===== src/rtl/cfg_pkg.sv =====
// ---------------------------------------------------------------------------
// cfg_pkg
//   Shared definitions for the Si5340 I2C responder: default device address,
//   read/write direction bit, FSM state type and encodings, and a 3-input
//   majority helper used by the optional input glitch filter.
// ---------------------------------------------------------------------------
package cfg_pkg;

    localparam logic [6:0] SLAVE_ADDR_DEFAULT = 7'h74;

    // Direction bit carried in the LSB of the device address byte.
    typedef enum logic {
        WRITE = 1'b0,
        READ  = 1'b1
    } r_w_e;

    // Responder FSM state type; encodings kept as plain constants so the
    // state register stays a bare vector for existing debug tooling.
    typedef logic [3:0] state_t;

    localparam state_t ST_IDLE     = 4'd0;
    localparam state_t ST_DEV_ADDR = 4'd1;
    localparam state_t ST_ACK_OUT  = 4'd2;
    localparam state_t ST_PTR_HI   = 4'd3;
    localparam state_t ST_PTR_LO   = 4'd4;
    localparam state_t ST_WDATA    = 4'd5;
    localparam state_t ST_TX_BYTE  = 4'd6;
    localparam state_t ST_ACK_IN   = 4'd7;
    localparam state_t ST_IGNORE   = 4'd8;

    function automatic logic majority3(input logic a, input logic b, input logic c);
        return (a & b) | (a & c) | (b & c);
    endfunction

endpackage


===== src/rtl/i2c_bus_sampler.sv =====
// ---------------------------------------------------------------------------
// i2c_bus_sampler
//   Brings the raw SCL/SDA pad levels into the clk_i domain and turns them
//   into single-cycle bus event strobes.
//
//   Optional feature macro: SI5340_RESP_GLITCH_FILTER_EN
//     defined   -> 3-sample majority filter after the synchronizer; pulses
//                  shorter than 2 clk are rejected, edges arrive 2 clk later.
//     undefined -> synchronizer only.
//
// Ports
//   clk_i, arstn_i   system clock, async active-low reset
//   scl_raw          SCL pad level (asynchronous)
//   sda_raw          SDA pad level (asynchronous)
//   scl_rise         1-clk strobe, conditioned SCL went 0->1
//   scl_fall         1-clk strobe, conditioned SCL went 1->0
//   start_det        1-clk strobe, SDA 1->0 while SCL held high
//   stop_det         1-clk strobe, SDA 0->1 while SCL held high
//   sda_level        conditioned SDA level
// ---------------------------------------------------------------------------
module i2c_bus_sampler
    import cfg_pkg::*;
#(
    parameter int SYNC_STAGES = 2
) (
    input  logic clk_i,
    input  logic arstn_i,
    input  logic scl_raw,
    input  logic sda_raw,
    output logic scl_rise,
    output logic scl_fall,
    output logic start_det,
    output logic stop_det,
    output logic sda_level
);

    logic [SYNC_STAGES-1:0] scl_sync;
    logic [SYNC_STAGES-1:0] sda_sync;
    logic                   scl_lvl;
    logic                   sda_lvl;
    logic                   scl_q;
    logic                   sda_q;

    // Synchronizers reset to the idle-bus level (both lines high) so that
    // leaving reset never fabricates a START or STOP.
    // NOTE: sequential state is always updated with non-blocking assignments
    // so every flop samples the pre-edge value of its neighbours.
    always_ff @(posedge clk_i or negedge arstn_i) begin
        if (!arstn_i) begin
            scl_sync <= '1;
            sda_sync <= '1;
        end else begin
            scl_sync <= {scl_sync[SYNC_STAGES-2:0], scl_raw};
            sda_sync <= {sda_sync[SYNC_STAGES-2:0], sda_raw};
        end
    end

`ifdef SI5340_RESP_GLITCH_FILTER_EN
    logic [1:0] scl_hist;
    logic [1:0] sda_hist;

    // Majority over the current and two previous synced samples, registered.
    always_ff @(posedge clk_i or negedge arstn_i) begin
        if (!arstn_i) begin
            scl_hist <= 2'b11;
            sda_hist <= 2'b11;
            scl_lvl  <= 1'b1;
            sda_lvl  <= 1'b1;
        end else begin
            scl_hist <= {scl_hist[0], scl_sync[SYNC_STAGES-1]};
            sda_hist <= {sda_hist[0], sda_sync[SYNC_STAGES-1]};
            scl_lvl  <= majority3(scl_sync[SYNC_STAGES-1], scl_hist[0], scl_hist[1]);
            sda_lvl  <= majority3(sda_sync[SYNC_STAGES-1], sda_hist[0], sda_hist[1]);
        end
    end
`else
    assign scl_lvl = scl_sync[SYNC_STAGES-1];
    assign sda_lvl = sda_sync[SYNC_STAGES-1];
`endif

    always_ff @(posedge clk_i or negedge arstn_i) begin
        if (!arstn_i) begin
            scl_q <= 1'b1;
            sda_q <= 1'b1;
        end else begin
            scl_q <= scl_lvl;
            sda_q <= sda_lvl;
        end
    end

    assign scl_rise  = scl_lvl & ~scl_q;
    assign scl_fall  = ~scl_lvl & scl_q;
    // SCL must be high in both samples, which also makes these strobes
    // mutually exclusive with the SCL edge strobes.
    assign start_det = scl_lvl & scl_q & sda_q & ~sda_lvl;
    assign stop_det  = scl_lvl & scl_q & ~sda_q & sda_lvl;
    assign sda_level = sda_lvl;

endmodule


===== src/rtl/si5340_i2c_responder.sv =====
// ---------------------------------------------------------------------------
// si5340_i2c_responder
//   I2C target emulating the Si5340 register interface: 7-bit device address,
//   16-bit register pointer sent MSB first, 8-bit registers, pointer
//   auto-increment on both write and read. SCL/SDA are oversampled on clk_i;
//   only SDA is driven, open-drain style (sda_pad_o is constant 0 and
//   sda_padoen_o=0 pulls the line low). No clock stretching.
//
//   Optional feature macro: SI5340_RESP_GLITCH_FILTER_EN (see i2c_bus_sampler).
//
// Ports
//   clk_i, arstn_i     system clock (>= 16x SCL), async active-low reset
//   scl_pad_i          SCL line input
//   sda_pad_i          SDA line input
//   sda_pad_o          SDA output value, constant 0
//   sda_padoen_o       SDA output enable, active low
//   wr_valid_o         1-clk pulse per committed register write
//   wr_addr_o          pointer of the committed write
//   wr_data_o          data of the committed write
//   busy_o             high from address match until STOP
//   dbg_addr_i         backdoor register index
//   dbg_data_o         register file contents at dbg_addr_i, combinational
// ---------------------------------------------------------------------------
module si5340_i2c_responder
    import cfg_pkg::*;
#(
    parameter logic [6:0] SLAVE_ADDR  = SLAVE_ADDR_DEFAULT,
    parameter int         ADDR_WIDTH  = 16,
    parameter int         DATA_WIDTH  = 8,
    parameter int         REG_DEPTH   = 256,
    parameter int         SYNC_STAGES = 2
) (
    input  logic                         clk_i,
    input  logic                         arstn_i,
    input  logic                         scl_pad_i,
    input  logic                         sda_pad_i,
    output logic                         sda_pad_o,
    output logic                         sda_padoen_o,
    output logic                         wr_valid_o,
    output logic [ADDR_WIDTH-1:0]        wr_addr_o,
    output logic [DATA_WIDTH-1:0]        wr_data_o,
    output logic                         busy_o,
    input  logic [$clog2(REG_DEPTH)-1:0] dbg_addr_i,
    output logic [DATA_WIDTH-1:0]        dbg_data_o
);

    localparam int IDX_W = $clog2(REG_DEPTH);

    logic scl_rise;
    logic scl_fall;
    logic start_det;
    logic stop_det;
    logic sda_level;

    i2c_bus_sampler #(
        .SYNC_STAGES (SYNC_STAGES)
    ) u_sampler (
        .clk_i     (clk_i),
        .arstn_i   (arstn_i),
        .scl_raw   (scl_pad_i),
        .sda_raw   (sda_pad_i),
        .scl_rise  (scl_rise),
        .scl_fall  (scl_fall),
        .start_det (start_det),
        .stop_det  (stop_det),
        .sda_level (sda_level)
    );

    state_t                         state;
    state_t                         ack_next;     // state to enter when ACK_OUT ends
    logic                           ack_pending;  // byte accepted, ACK starts on next SCL fall
    logic [2:0]                     bit_cnt;
    logic [DATA_WIDTH-2:0]          rx_sh;
    logic [DATA_WIDTH-1:0]          tx_sh;
    logic [ADDR_WIDTH-1:0]          ptr;
    logic [ADDR_WIDTH-DATA_WIDTH-1:0] ptr_hi;
    logic                           master_ack;
    logic                           sda_oen;

    logic [DATA_WIDTH-1:0] mem [REG_DEPTH];
    logic [DATA_WIDTH-1:0] rx_byte;
    logic [DATA_WIDTH-1:0] mem_rdata;
    logic                  byte_end;
    logic                  mem_we;
    r_w_e                  dir;

    // Complete byte as it stands on the 8th SCL rise (current bit included).
    assign rx_byte   = {rx_sh, sda_level};
    assign dir       = r_w_e'(rx_byte[0]);
    assign byte_end  = scl_rise && (bit_cnt == 3'd7);
    assign mem_we    = byte_end && (state == ST_WDATA) && !start_det && !stop_det;
    assign mem_rdata = mem[ptr[IDX_W-1:0]];

    // NOTE: the register file carries no reset; its contents are whatever the
    // bus last wrote, which keeps it mappable onto plain RAM.
    always_ff @(posedge clk_i) begin
        if (mem_we) begin
            mem[ptr[IDX_W-1:0]] <= rx_byte;
        end
    end

    always_ff @(posedge clk_i or negedge arstn_i) begin
        if (!arstn_i) begin
            state       <= ST_IDLE;
            ack_next    <= ST_IDLE;
            ack_pending <= 1'b0;
            bit_cnt     <= 3'd0;
            rx_sh       <= '0;
            tx_sh       <= '0;
            ptr         <= '0;
            ptr_hi      <= '0;
            master_ack  <= 1'b0;
            sda_oen     <= 1'b1;
            busy_o      <= 1'b0;
            wr_valid_o  <= 1'b0;
            wr_addr_o   <= '0;
            wr_data_o   <= '0;
        end else begin
            wr_valid_o <= 1'b0;
            if (stop_det) begin
                state       <= ST_IDLE;
                ack_pending <= 1'b0;
                sda_oen     <= 1'b1;
                busy_o      <= 1'b0;
            end else if (start_det) begin
                // Repeated START keeps busy_o; the address phase re-decides it.
                state       <= ST_DEV_ADDR;
                ack_pending <= 1'b0;
                bit_cnt     <= 3'd0;
                sda_oen     <= 1'b1;
            end else begin
                case (state)
                    ST_DEV_ADDR, ST_PTR_HI, ST_PTR_LO, ST_WDATA: begin
                        if (scl_rise) begin
                            rx_sh   <= rx_byte[DATA_WIDTH-2:0];
                            bit_cnt <= bit_cnt + 3'd1;
                            if (byte_end) begin
                                ack_pending <= 1'b1;
                                if (state == ST_DEV_ADDR) begin
                                    if (rx_byte[DATA_WIDTH-1:1] == SLAVE_ADDR) begin
                                        busy_o   <= 1'b1;
                                        ack_next <= (dir == READ) ? ST_TX_BYTE : ST_PTR_HI;
                                    end else begin
                                        // Not for us: stay silent until the next START/STOP.
                                        state       <= ST_IGNORE;
                                        busy_o      <= 1'b0;
                                        ack_pending <= 1'b0;
                                    end
                                end else if (state == ST_PTR_HI) begin
                                    ptr_hi   <= rx_byte;
                                    ack_next <= ST_PTR_LO;
                                end else if (state == ST_PTR_LO) begin
                                    // Pointer only changes once both bytes have arrived.
                                    ptr      <= {ptr_hi, rx_byte};
                                    ack_next <= ST_WDATA;
                                end else begin
                                    wr_valid_o <= 1'b1;
                                    wr_addr_o  <= ptr;
                                    wr_data_o  <= rx_byte;
                                    ptr        <= ptr + ADDR_WIDTH'(1);
                                    ack_next   <= ST_WDATA;
                                end
                            end
                        end else if (scl_fall && ack_pending) begin
                            state       <= ST_ACK_OUT;
                            ack_pending <= 1'b0;
                            sda_oen     <= 1'b0;
                        end
                    end

                    ST_ACK_OUT: begin
                        if (scl_fall) begin
                            state   <= ack_next;
                            bit_cnt <= 3'd0;
                            if (ack_next == ST_TX_BYTE) begin
                                // First read byte: present its MSB right away.
                                tx_sh   <= mem_rdata;
                                sda_oen <= mem_rdata[DATA_WIDTH-1];
                                ptr     <= ptr + ADDR_WIDTH'(1);
                            end else begin
                                sda_oen <= 1'b1;
                            end
                        end
                    end

                    ST_TX_BYTE: begin
                        // bit_cnt counts bits the master has clocked; it wraps
                        // to 0 after the 8th rise, which marks the byte end.
                        if (scl_rise) begin
                            bit_cnt <= bit_cnt + 3'd1;
                        end else if (scl_fall) begin
                            if (bit_cnt == 3'd0) begin
                                state   <= ST_ACK_IN;
                                sda_oen <= 1'b1;
                            end else begin
                                tx_sh   <= tx_sh << 1;
                                sda_oen <= tx_sh[DATA_WIDTH-2];
                            end
                        end
                    end

                    ST_ACK_IN: begin
                        if (scl_rise) begin
                            master_ack <= ~sda_level;
                        end else if (scl_fall) begin
                            if (master_ack) begin
                                state   <= ST_TX_BYTE;
                                bit_cnt <= 3'd0;
                                tx_sh   <= mem_rdata;
                                sda_oen <= mem_rdata[DATA_WIDTH-1];
                                ptr     <= ptr + ADDR_WIDTH'(1);
                            end else begin
                                state   <= ST_IGNORE;
                                sda_oen <= 1'b1;
                            end
                        end
                    end

                    ST_IDLE, ST_IGNORE: begin
                        sda_oen <= 1'b1;
                    end

                    default: begin
                        state   <= ST_IDLE;
                        sda_oen <= 1'b1;
                    end
                endcase
            end
        end
    end

    assign sda_pad_o    = 1'b0;
    assign sda_padoen_o = sda_oen;
    assign dbg_data_o   = mem[dbg_addr_i];

endmodule


===== config.mk =====
export PLATFORM = sky130hd
export DESIGN_NAME = si5340_i2c_responder
export DESIGN_NICKNAME = d
export VERILOG_FILES = /design/src/rtl/cfg_pkg.sv /design/src/rtl/i2c_bus_sampler.sv /design/src/rtl/si5340_i2c_responder.sv
export SDC_FILE = /design/constraint.sdc
export NUM_CORES = 2
export LEC_CHECK = 0
export ABC_CLOCK_PERIOD_IN_PS = 9600
export BUFFER_PORTS_ARGS = -buffer_cell sky130_fd_sc_hd__clkbuf_2
export CAP_MARGIN = 20
export CORE_MARGIN = 1
export CORE_UTILIZATION = 38
export CTS_CLUSTER_SIZE = 14
export DETAILED_ROUTE_END_ITERATION = 7
export PLACE_DENSITY = 0.53
export SLEW_MARGIN = 20
export SYNTH_ARGS = -nofsm -noshare
export SYNTH_HDL_FRONTEND = slang
export SYNTH_SLANG_ARGS = --single-unit

===== constraint.sdc =====
create_clock -name clk_i -period 9.6 [get_ports clk_i]
set_clock_uncertainty 0.05 [all_clocks]
set_input_delay 2.4 -clock clk_i [delete_from_list [all_inputs] [get_ports clk_i]]
set_output_delay 2.4 -clock clk_i [all_outputs]
set_load 0.01 [all_outputs]

Word-level counts from Yosys, hierarchy flattened
Memory sizes are Yosys's and may differ from the RTL's. Index checks and enable logic that the tools add are counted.

Add/subtract/negate cells: 2. $mul: 0. Divide/modulo/power cells: 0. Order comparisons: 0. Equality and inequality tests: 44. Shift operators: 0. Multiplexer cells: 82. Bitwise logic cells: 16. Reduce and logical (&&, ||, !) cells: 33.

Operators with widths (number): two-way mux 16 bit (10); two-way mux 4 bit (16); two-way mux 7 bit (8); case mux 16 bit (3 select lines) (1); two-way mux 1 bit (36); != test 4 bit, second input constant (8); != test 2 bit, second input constant (12); AND reduction 11 bit (2); two-way mux 3 bit (7); case mux 7 bit (3 select lines) (1); AND reduction 7 bit (3); == test 4 x 3 -> 1 bit, second input constant (5); != test 5 bit, second input constant (4); case mux 4 bit (5 select lines) (1); adder 16 x 1 -> 16 bit, second input constant (1); != test 3 bit, second input constant (5); AND reduction 12 bit (1); NOT 1 bit (9); case mux 3 bit (3 select lines) (1); nonzero test 3 bit (3); == test 4 x 2 -> 1 bit, second input constant (2); AND reduction 4 bit (2); AND reduction 8 bit (1); nonzero test 2 bit (4); 21 further kinds (34).

Register bits after elaboration: 84. Bits in latches: 0. RAM bits: 2048. Bits in read-only memories: 0. Input bits: 12. Output and inout port bits: 36. Word-level logic and storage cells: 196. Memories kept: 1.

Memory list: mem (depth 256, bits a word 8, read ports 2, clocked after Yosys merged registers in 0, write ports 1, RTL line si5340_i2c_responder.sv:80) `logic [DATA_WIDTH-1:0] mem [REG_DEPTH];`.

Longest topological paths before layout
Word-level depth: 9. Depth in mapped cells: 13. Mapped depth without buffers: 9.

Cells and area by module
Synthesis repeated with hierarchy kept, for this count alone.

Cell total of the unflattened synthesis: 4932. Area, all modules: 99206.4 um^2.

Modules (own cells, without submodules): si5340_i2c_responder (times used 1, cells an instance 4922, area an instance 99016.2 um^2, seq. area each 63427.1 um^2); i2c_bus_sampler (times used 1, cells an instance 10, area an instance 190.2 um^2, seq. area each 157.7 um^2).

Worst setup path before layout
OpenSTA, ideal clock, no wires.

Path kind: input-to-output. Start: in dbg_addr_i[1]. End: out dbg_data_o[0]. Arrival: 4.856 ns. Required time: 7.150 ns. Setup slack: 2.294 ns. Stages: 8. Path buffers: 3. Path through: clkbuf_1 -> clkbuf_1 -> buf_1 -> mux4_2 -> mux4_2 -> a22oi_1 -> a21oi_1 -> or4_1.

Longest elaborated chain between the ends: 1.

RTL lines: start: declaration (RTL line si5340_i2c_responder.sv:43) `input logic [$clog2(REG_DEPTH)-1:0] dbg_addr_i,`; memory read (256 x 8 bit); end: declaration (RTL line si5340_i2c_responder.sv:44) `output logic [DATA_WIDTH-1:0] dbg_data_o`.

No other way between the ends.

Final worst setup path
Start: in dbg_addr_i[0]. End: out dbg_data_o[0].

Same word-level chain as after synthesis.

==> flow_summary_export.csv <==
group,metric,value,unit
clock_tree,holdBufCountCts,0,
setup_path,cp_data_required_time,7.15,ns
routing,detail_route.vias_per_cell,6.56,
routing,drt.antenna.violating_nets,0,
setup_path,worstPathArrival,6.07,ns
setup_path,worst_setup_path_endpoint,"dbg_data_o[0]",
pwr,cell_internal_pwr,16.9,mW
setup_path,crit_path_cells,"buf_8 -> buf_12 -> mux4_2 -> mux4_2 -> a22oi_1 -> a21oi_1 -> or4_1 -> clkbuf_2",
outcome,status,"complete, no violations",
synth,post_synth_inst_count,5173,
timing,finalCriticalPeriod,8.52,ns
pwr,power.share.combinational,16.1,%
synth,postSynth.topFlopCell,"edfxtp_1",
floorplanning,ioPinCount,48,
layout,final-seq-area,63600,um2
pwr,powerDensity,207,nW/um2
synth,synth_cell_type_count,68,
layout,num-nets-final,5319,
synth,post_synth_instance_area,99000,um2
synth,synthMostInstantiatedCell,"edfxtp_1",
global_route,grt_use_total,27.2,%
synth,postSynthRegisterBits,2131,
setup_path,worst_path_most_repeated_cell,"mux4_2",
timing,final-hold-violation-count,0,
clock_tree,tritoncts,"built",
setup_path,rrSetupSlack,4.22,ns
clock_tree,clkLatencyLatePin,0.89,ns
global_route,grt_antenna_before_repair,33,
setup_path,worstPathMaxFanout,46,
pwr,switchingPower,6.31,mW
global_route,grt_start_max_net_pins,195,
synth,synthArstFlopShare,3.89,%
synth,yosys.area.top_type_share,62.1,%
layout,drive_gt1_share,33.5,%
routing,post-route-drc-count,0,
clock_tree,post_cts.resized_instances,0,
setup_path,critPathTopFamily,"multiplexers",
run,drv.max_cap_violation_count,0,
timing,timing.final.crit_share,88.7,%
floorplanning,core_area,259000,um2
timing,setup_viol_count_final,0,
timing,slew_violations,0,
global_route,grt_pass1_vias,57000,
hold_path,hold_class,"register to register",
layout,area_of_the_multi_input_gates,33800,um2
floorplanning,fp-row-count,187,
setup_path,largest_stage_delay_on_the_critical_path,0.75,ns
pwr,proportion_of_total_power_due_to_net_switching,27.2,%
routing,final_wirelength,359,mm
timing,timing_worst_slew_pin_value,1.33,ns
timing,achievable-frequency,117,MHz
placed_design,globalplace.congestion,0.890,
placed_design,port_buffers,46,
global_route,grt_first_pass_wirelength,489,mm
clock_tree,postCtsSetupBuffers,0,
setup_path,regToRegStartpoint,"ptr[3]$_DFFE_PN0P_",
pwr,clock_power_share,38.5,%
setup_path,cp_num_buf_inv,3,
setup_path,critical_path_depth,8,
routing,detailedRoute.firstPassIterationCount,5,
synth,synth_fp_nets,5192,
floorplanning,dieHeight,512,um
routing,routed_wire_length_per_instance,40.2,um
timing,hold_ws,0.306,ns
clock_tree,clk_transition_reported_paths,0.06,ns
floorplanning,floorplan.initialDensity,38.2,%
setup_path,criticalPathCategory,"primary input to output pin",
clock_tree,cts_num_sinks,2131,
setup_path,crit-reg2reg-capture,"sda_padoen_o$_DFFE_PN1P_",
timing,fin_tns_setup,0,ns
synth,synth.largest_area_cell,"edfxtp_1",
setup_path,worstSetupStartpointType,"primary input",
pwr,seq_power_share,45.4,%
setup_path,setup.worst_path.end_class,"output pin",
floorplanning,die_w,512,um
floorplanning,die_area,263000,um2
routing,detailedRoute.firstIterationViolations,8403,
routing,detailroute.via_count,58500,
clock_tree,htree_levels,4,
layout,area_growth,13.1,%
timing,rsz0062_at_grt,"false",
clock_tree,clock_tree.buffer_depth,3,
timing,slew_headroom,11.4,%
placed_design,place.detailed.hpwl,236,mm
synth,ys_warn_count,0,
synth,synth_sequential_area_ratio,64.2,%
setup_path,ff2ff_path_depth,10,
layout,fill_cells,22400,
pwr,ir_drop,215,uV
synth,netlist_top_cells_count,"edfxtp_1 (2048), mux4_2 (1072), nor2_1 (337)",
synth,avgSynthCellArea,19.1,um2
clock_tree,cts-root-buf,"clkbuf_16",
clock_tree,cts_buffer_count,222,
pwr,total_leakage_power,34.6,nW
setup_path,source_of_the_critical_timing_path,"dbg_addr_i[0]",
synth,most_area_consuming_cells_after_synthesis,"edfxtp_1 (62%), mux4_2 (24%), mux2i_1 (2.1%), dfrtp_1 (1.9%), nor2_1 (1.3%)",
global_route,grt.overflow.total,0,
setup_path,critical-path-slowest-cell,"or4_1",
synth,synth_enable_flop_cells,2048,
==> flip-flops by register name (all words and copies together), names as in the netlist, 3 cells and up <==
signal     flops
mem         2048
ptr           16
wr_addr_o     16
ptr_hi         8
wr_data_o      8
rx_sh          7
tx_sh          7
state          4
ack_next       3
bit_cnt        3
==> stage by stage <==
step	utilization, %	std cells	power, mW	setup WS, ns	area, um2
CTS	43.1	8888	23.3	1.10	112000
global route	43.2	8895	23.7	1.05	112000
global placement	40.3	8476	14.4	1.07	104000
floorplan	-	5173	13.1	2.29	99000
detailed placement	40.3	8476	14.4	1.11	104000
finish	43.2	8915	23.2	1.08	112000
==> placed cells by master, fill, tap and decap left out, types with 12 or more instances in the layout <==
cell | synthesis | final
clkbuf_16 | 0 | 224
a211oi_1 | 15 | 15
bufinv_16 | 0 | 31
o22ai_1 | 59 | 59
clkbuf_1 | 215 | 39
nand3_1 | 62 | 62
clkinv_2 | 0 | 42
nand4_1 | 16 | 16
mux2i_1 | 212 | 212
nor3_1 | 20 | 19
edfxtp_1 | 2048 | 2048
nand2_1 | 237 | 220
clkinv_1 | 1 | 40
nor2_1 | 337 | 317
buf_12 | 0 | 35
clkbuf_2 | 0 | 41
nor2_2 | 0 | 17
dfrtp_1 | 76 | 63
mux2_2 | 23 | 23
o211ai_1 | 34 | 34
a22oi_1 | 155 | 155
buf_4 | 18 | 236
nand2b_1 | 16 | 16
a21oi_1 | 108 | 106
o2111ai_1 | 12 | 12
o21ai_0 | 40 | 40
diode_2 | 0 | 25
a22o_1 | 23 | 23
nand2_2 | 0 | 17
a31oi_1 | 26 | 26
mux4_2 | 1072 | 1072
==> how the worst min path moves through the flow <==
| stage | depth (start not counted) | from | to |
|---|---|---|---|
| 2_1_floorplan | 0 | u_sampler.scl_sync[0]$_DFF_PN1_ | u_sampler.scl_sync[1]$_DFF_PN1_ |
| 3_3_place_gp | 0 | u_sampler.sda_sync[0]$_DFF_PN1_ | u_sampler.sda_sync[1]$_DFF_PN1_ |
| 3_5_place_dp | 0 | u_sampler.sda_sync[0]$_DFF_PN1_ | u_sampler.sda_sync[1]$_DFF_PN1_ |
| 4_1_cts | 0 | u_sampler.sda_sync[0]$_DFF_PN1_ | u_sampler.sda_sync[1]$_DFF_PN1_ |
| 5_1_grt | 0 | u_sampler.sda_sync[0]$_DFF_PN1_ | u_sampler.sda_sync[1]$_DFF_PN1_ |
| 6_report | 0 | u_sampler.sda_sync[0]$_DFF_PN1_ | u_sampler.sda_sync[1]$_DFF_PN1_ |
==> layer usage <==
metal	share of wire, %	GRT usage [%]	routed length, um
met4	4.3	10.8	15400
met2	47	42.1	167000
met3	9.9	5.56	35400
met5	0.019	0	68
met1	39	37.6	141000
==> power groups by stage <==
| stage | Clock, mW | Combinational, mW | Sequential (mW) |
|---|---|---|---|
| floorplan | 0 | 2.34 | 10.7 |
| global placement | 0 | 3.70 | 10.7 |
| detailed placement | 0 | 3.71 | 10.7 |
| CTS | 9.03 | 3.72 | 10.5 |
| global route | 9.34 | 3.86 | 10.5 |
| finish | 8.93 | 3.74 | 10.5 |
==> cell type report <==
cell class                      count  area share [%]
Timing Repair Buffer              317            2.45
Sequential cell                  2131            56.8
Multi-Input combinational cell   2615            30.2
Clock inverter                    142            1.42
Antenna cell                       25          0.0559
Inverter                           13          0.0447
Clock buffer                      270            5.22
Tap cell                         3402            3.80
==> logic make-up (layout without fill, tap and decap cells) <==
family / count (synthesis) / count (layout) / synth area share, %
other: 1 / 26 / 0.00379
buffers and inverters: 427 / 742 / 1.86
multiplexers: 1307 / 1307 / 26.8
flip-flops: 2131 / 2131 / 64.2
AO/OA/AOI/OAI: 534 / 534 / 3.69
AND/OR/NAND/NOR: 764 / 764 / 3.32
XOR/XNOR: 2 / 2 / 0.0177
adder cells (fa/ha/maj): 7 / 7 / 0.0885
Note: power is estimated with default switching activity, not from simulation.
